==> config.mk <==
export PLATFORM = sky130hd
export DESIGN_NAME = spi_txn_arbiter
export DESIGN_NICKNAME = d
export VERILOG_FILES = /design/src/rtl/spi_txn_arbiter.sv
export SDC_FILE = /design/constraint.sdc
export NUM_CORES = 1
export LEC_CHECK = 0
export CAP_MARGIN = 20
export CORE_AREA = 2 2 102 104
export DETAILED_ROUTE_END_ITERATION = 8
export DIE_AREA = 0 0 104 106
export DONT_BUFFER_PORTS = 1
export PLACE_DENSITY = 0.7
export RECOVER_POWER = 50
export SLEW_MARGIN = 10
export SYNTH_ARGS = -nofsm -noshare
export SYNTH_HDL_FRONTEND = slang
export SYNTH_SLANG_ARGS = --single-unit
==> constraint.sdc <==
create_clock -name GCLK -period 2.14 [get_ports GCLK]
set_input_delay 0.107 -clock GCLK [delete_from_list [all_inputs] [get_ports GCLK]]
set_output_delay 0.107 -clock GCLK [all_outputs]
set_load 0.02 [all_outputs]
==> src/rtl/spi_txn_arbiter.sv <==
// Round-robin arbiter that shares one SPI register wrapper among N_REQ requesters.
// Define SPI_ARB_TIMEOUT_EN to add a start-to-busy watchdog (START_TIMEOUT cycles).
module spi_txn_arbiter #(
    parameter int unsigned N_REQ         = 2,
    parameter int unsigned GW            = 3,
    parameter int unsigned START_TIMEOUT = 64
) (
    input  logic                GCLK,
    input  logic                RST,
    input  logic [N_REQ-1:0]    req_valid,
    output logic [N_REQ-1:0]    req_ready,
    input  logic [N_REQ*30-1:0] req_cfg,
    input  logic [N_REQ*32-1:0] req_mosi,
    output logic [N_REQ-1:0]    rsp_valid,
    output logic [31:0]         rsp_data,
    output logic                rsp_err,
    output logic [GW-1:0]       cs_sel,
    output logic                start_out,
    output logic [1:0]          spi_mode_out,
    output logic [1:0]          sck_speed_out,
    output logic [1:0]          word_len_out,
    output logic [7:0]          IFG_out,
    output logic [7:0]          CS_SCK_out,
    output logic [7:0]          SCK_CS_out,
    output logic [31:0]         mosi_data_out,
    input  logic                busy_in,
    input  logic [31:0]         miso_data_in
);

    if (N_REQ < 2 || N_REQ > 8 || (1 << GW) < N_REQ || START_TIMEOUT < 1) begin : g_bad_params
        $error("spi_txn_arbiter: illegal parameter combination");
    end

    typedef enum logic [2:0] {
        S_IDLE,
        S_LOAD,
        S_START,
        S_WAIT_BUSY,
        S_WAIT_DONE,
        S_SETTLE,
        S_RESP
    } state_e;

    state_e            state_q;
    logic [GW-1:0]     ptr_q;
    logic [GW-1:0]     cs_q;
    logic [29:0]       cfg_q;
    logic [31:0]       mosi_q;
    logic              start_q;
    logic [N_REQ-1:0]  rsp_valid_q;
    logic [31:0]       rsp_data_q;

`ifdef SPI_ARB_TIMEOUT_EN
    localparam int unsigned TW = $clog2(START_TIMEOUT + 1);
    logic [TW-1:0]     tmo_q;
    logic              rsp_err_q;
`endif

    logic              gnt_vld;
    logic [GW-1:0]     gnt_idx;
    logic [GW-1:0]     ptr_d;
    logic [29:0]       gnt_cfg;
    logic [31:0]       gnt_mosi;
    logic [N_REQ-1:0]  own_oh;

    // Two passes: first requester at or above the pointer, else the lowest one (wrap).
    always_comb begin
        gnt_vld = 1'b0;
        gnt_idx = '0;
        for (int unsigned i = 0; i < N_REQ; i++) begin
            if (!gnt_vld && req_valid[i] && (i >= 32'(ptr_q))) begin
                gnt_vld = 1'b1;
                gnt_idx = GW'(i);
            end
        end
        for (int unsigned i = 0; i < N_REQ; i++) begin
            if (!gnt_vld && req_valid[i]) begin
                gnt_vld = 1'b1;
                gnt_idx = GW'(i);
            end
        end
    end

    always_comb begin
        gnt_cfg  = '0;
        gnt_mosi = '0;
        for (int unsigned i = 0; i < N_REQ; i++) begin
            if (gnt_idx == GW'(i)) begin
                gnt_cfg  = req_cfg[30*i +: 30];
                gnt_mosi = req_mosi[32*i +: 32];
            end
        end
        ptr_d = (32'(gnt_idx) == N_REQ - 1) ? '0 : gnt_idx + GW'(1);
    end

    // req_ready is the combinational grant so it pulses in the same cycle the config is taken.
    always_comb begin
        req_ready = '0;
        own_oh    = '0;
        for (int unsigned i = 0; i < N_REQ; i++) begin
            req_ready[i] = RST && (state_q == S_IDLE) && gnt_vld && (gnt_idx == GW'(i));
            own_oh[i]    = (cs_q == GW'(i));
        end
    end

    always_ff @(posedge GCLK or negedge RST) begin
        if (!RST) begin
            state_q     <= S_IDLE;
            ptr_q       <= '0;
            cs_q        <= '0;
            cfg_q       <= '0;
            mosi_q      <= '0;
            start_q     <= 1'b0;
            rsp_valid_q <= '0;
            rsp_data_q  <= '0;
`ifdef SPI_ARB_TIMEOUT_EN
            tmo_q       <= '0;
            rsp_err_q   <= 1'b0;
`endif
        end else begin
            case (state_q)
                S_IDLE: begin
                    if (gnt_vld) begin
                        cs_q    <= gnt_idx;
                        cfg_q   <= gnt_cfg;
                        mosi_q  <= gnt_mosi;
                        ptr_q   <= ptr_d;
                        state_q <= S_LOAD;
                    end
                end
                S_LOAD: begin
                    start_q <= 1'b1;
                    state_q <= S_START;
                end
                S_START: begin
                    start_q <= 1'b0;
`ifdef SPI_ARB_TIMEOUT_EN
                    tmo_q   <= '0;
`endif
                    state_q <= S_WAIT_BUSY;
                end
                S_WAIT_BUSY: begin
                    if (busy_in) begin
                        state_q <= S_WAIT_DONE;
`ifdef SPI_ARB_TIMEOUT_EN
                    end else if (tmo_q == TW'(START_TIMEOUT - 1)) begin
                        rsp_valid_q <= own_oh;
                        rsp_err_q   <= 1'b1;
                        state_q     <= S_RESP;
                    end else begin
                        tmo_q <= tmo_q + TW'(1);
`endif
                    end
                end
                S_WAIT_DONE: begin
                    if (!busy_in) begin
                        state_q <= S_SETTLE;
                    end
                end
                S_SETTLE: begin
                    rsp_data_q  <= miso_data_in;
                    rsp_valid_q <= own_oh;
                    state_q     <= S_RESP;
                end
                S_RESP: begin
                    rsp_valid_q <= '0;
`ifdef SPI_ARB_TIMEOUT_EN
                    rsp_err_q   <= 1'b0;
`endif
                    state_q     <= S_IDLE;
                end
                default: state_q <= S_IDLE;
            endcase
        end
    end

    assign {spi_mode_out, sck_speed_out, word_len_out, IFG_out, CS_SCK_out, SCK_CS_out} = cfg_q;
    assign mosi_data_out = mosi_q;
    assign cs_sel        = cs_q;
    assign start_out     = start_q;
    assign rsp_valid     = rsp_valid_q;
    assign rsp_data      = rsp_data_q;
`ifdef SPI_ARB_TIMEOUT_EN
    assign rsp_err       = rsp_err_q;
`else
    assign rsp_err       = 1'b0;
`endif

endmodule
==> summary.txt <==
hpwl dp -> 8066 µm
met3 GRT Util -> 0.06806
initial antenna violation count -> 0
clock root buffer -> clkbuf_8
final setup margin -> 0.1025 ns
clock-pin slew on the worst setup and hold paths -> 0.10 ns
die area -> 11020 µm²
Synth Instances -> 398
Max-slew headroom -> 0.6240
largest net degree at the start of global routing -> 105
syn avg cell area -> 11.39 µm²
#FFs+latches synth -> 102
Syn Std Cell Area -> 4532 µm²
Crit path required time -> 2.44 ns
H-Tree Depth -> 3
Num CTS Buffers -> 9
vias in the first global route -> 3807
area delta synth->final -> 26.50%
routed vias -> 3733
CTS Sinks -> 102
Total Negative Setup Slacks -> 0 ns
drt total wl -> 13380 µm
crit path capture type -> register
worst-skew pair later-pin latency -> 0.37 ns
max cap viols -> 0
port bufs -> 0
wire per inst -> 21.79 µm
path depth of the worst reg2reg path -> 4
failing checks -> negative hold slack
Antenna Nets Post-Route -> 0
initial drt markers -> 324
Via density -> 6.080
Critical Path AT -> 2.34 ns
clk_skew -> 0.008914 ns
Hold Vio Cnt, Final -> 102
antenna cells -> 0
Worst IR Drop VDD -> 702.5 µV
DRT Pass-1 Iters -> 5
synth warn -> 0
Worst Setup Start Kind -> register
top-level port count -> 264
worst-case clock buffer depth -> 2
Die W -> 104 µm
RSZ-0062 raised after global routing -> false
met1 Use GR -> 0.2895
post-synthesis cell type count -> 27
Die Y -> 106 µm
row cnt -> 37
Final setup viols -> 0
critical path peak fanout -> 41
# hold bufs at CTS -> 95
Power Density -> 1435 nW/µm²
Top Usage Layer GRT -> met2
setup bufs post-CTS -> 0
core box area -> 10000 µm²
Highest Clock Rate -> 490.8 MHz
final count of pins violating max slew -> 0
final net count -> 634
status -> finished, violations left
gpl congestion -> 0.8039
layout cells sized above 1 -> 0.1318
minimum clock period -> 2.038 ns
hold slack -> -0.5840 ns
gr ovfl total -> 0
CTS tree -> built
Tcrit/Tclk final -> 0.9521
sequential cell area fraction in the yosys report -> 0.5632
GRT Total Usage -> 0.2438
R2R Setup Slk -> 0.10 ns
Starting Density -> 0.4532
worst-margin pin slew -> 0.5618 ns
RR Startpoint -> state_q[2]
R2R Path End -> cfg_q[3]
Post-route DRC -> 0
first-pass GRT wire length -> 21020 µm
worst setup path class -> register to register
M2 GR Usage -> 0.4201
Worst Hold Class -> input pin to asynchronous set/reset pin
pre-CTS setup slack -> 0.2368 ns
Lkg Pwr -> 2.414 nW
==> routing by layer <==
metal	vias up	part of all wire
met5	-	0
met4	0	0.024
li1	1621	-
met2	193	0.53
met1	1895	0.38
met3	24	0.064
==> registers in the layout, indices dropped and copies added (netlist names) <==
register / cells
rsp_data: 32
state_q: 3
start_out: 1
cs_sel: 1
rsp_valid: 2
ptr_q: 1
cfg_q: 30
mosi_data_out: 32
==> worst max-delay path by stage <==
stage | start | to | slack, ns | cells after the start
2_1_floorplan | state_q[0] | req_ready[1] | 0.49 | 6
3_3_place_gp | state_q[2] | mosi_data_out[13] | 0.30 | 4
3_5_place_dp | state_q[2] | mosi_data_out[31] | 0.24 | 4
4_1_cts | state_q[2] | req_ready[0] | 0.07 | 3
5_1_grt | state_q[2] | req_ready[1] | 0.04 | 3
6_report | state_q[2] | cfg_q[3] | 0.10 | 4
==> worst max-delay path, cell delays in order, from the launching register on <==
cell and delay, ns:
dfrtp_1 0.49, or3_2 0.56, buf_4 0.29, nor3_1 0.40, a221o_1 0.20
==> report_power, final <==
part           total, W  switching (W)  internal, W
sequential      0.00480        0.00194      0.00286
clock           0.00123       0.000683     0.000545
combinational   0.00220       0.000996      0.00120
total           0.00823        0.00362      0.00461
==> cells in the final DEF (no fill, tap or decap), types with 3 or more instances in the layout <==
master         Yosys  layout
nor3_1            64      63
a221o_1           62      62
o21ai_0            5       5
dlygate4sd3_1      0      95
mux2_2            32      32
nor2_1             4       4
nand2_1           66      66
dfrtp_1          102     102
clkbuf_8           0       9
buf_4              4       7
conb_1             1       3
a22o_1             3       3
==> what timing repair did <==
action	4_1_cts	5_1_grt
setup endpoints to repair	1	1
endpoints found under the hold margin	199	102
resized for setup	1	1
==> kinds of logic after synthesis <==
kind of cell    count (synthesis)  synth area share
simple gates                  143            0.1422
flops                         102            0.5632
compound gates                 75            0.1557
buf+inv                        44           0.05632
mux                            33           0.08172
other cells                     1         0.0008275
==> layout make-up <==
| type | instances | area, µm² |
|---|---|---|
| flip-flops and latches | 102 | 2552 |
| clock inverters | 7 | 73.82 |
| inverters | 1 | 3.754 |
| repair buffers | 105 | 1047 |
| well taps | 136 | 170.2 |
| fillers | 853 | 4267 |
| multi-input cells | 254 | 1762 |
| clock buffers | 9 | 123.9 |
==> stage by stage <==
stage / std cells / power [W] / cell area (µm²) / hold slack [ns] / util
final: 614 / 0.008227 / 5733 / -0.5840 / 0.5733
after global routing: 614 / 0.008653 / 5733 / -0.6171 / 0.5733
after CTS: 614 / 0.008203 / 5732 / -0.6004 / 0.5732
after detailed placement: 503 / 0.006833 / 4579 / -0.1871 / 0.4580
after global placement: 503 / 0.006715 / 4579 / -0.1868 / 0.4580
after floorplan: 400 / 0.006301 / 4539 / -0.1886 / -
==> synth_stat cells <==
master | count | area share
and3_1 | 1 | 0.0014
mux2_2 | 32 | 0.080
inv_1 | 1 | 0.00083
nand2_1 | 66 | 0.055
nand3_1 | 1 | 0.0011
and2_1 | 2 | 0.0028
mux2i_1 | 1 | 0.0022
a21oi_1 | 1 | 0.0011
nor2_1 | 4 | 0.0033
a221o_1 | 62 | 0.14
o21ai_1 | 1 | 0.0011
buf_2 | 18 | 0.020
buf_4 | 4 | 0.0066
dfrtp_1 | 102 | 0.56
a22o_1 | 3 | 0.0058
nor2b_1 | 2 | 0.0028
or3_1 | 1 | 0.0014
nor3_1 | 64 | 0.071
nand2b_1 | 1 | 0.0014
a21o_1 | 2 | 0.0033
conb_1 | 1 | 0.00083
nor3b_2 | 1 | 0.0028
buf_1 | 5 | 0.0041
o21ai_0 | 5 | 0.0055
clkbuf_1 | 9 | 0.0075
o32ai_1 | 1 | 0.0019
buf_6 | 7 | 0.017
(Power assumes the default switching activity.)
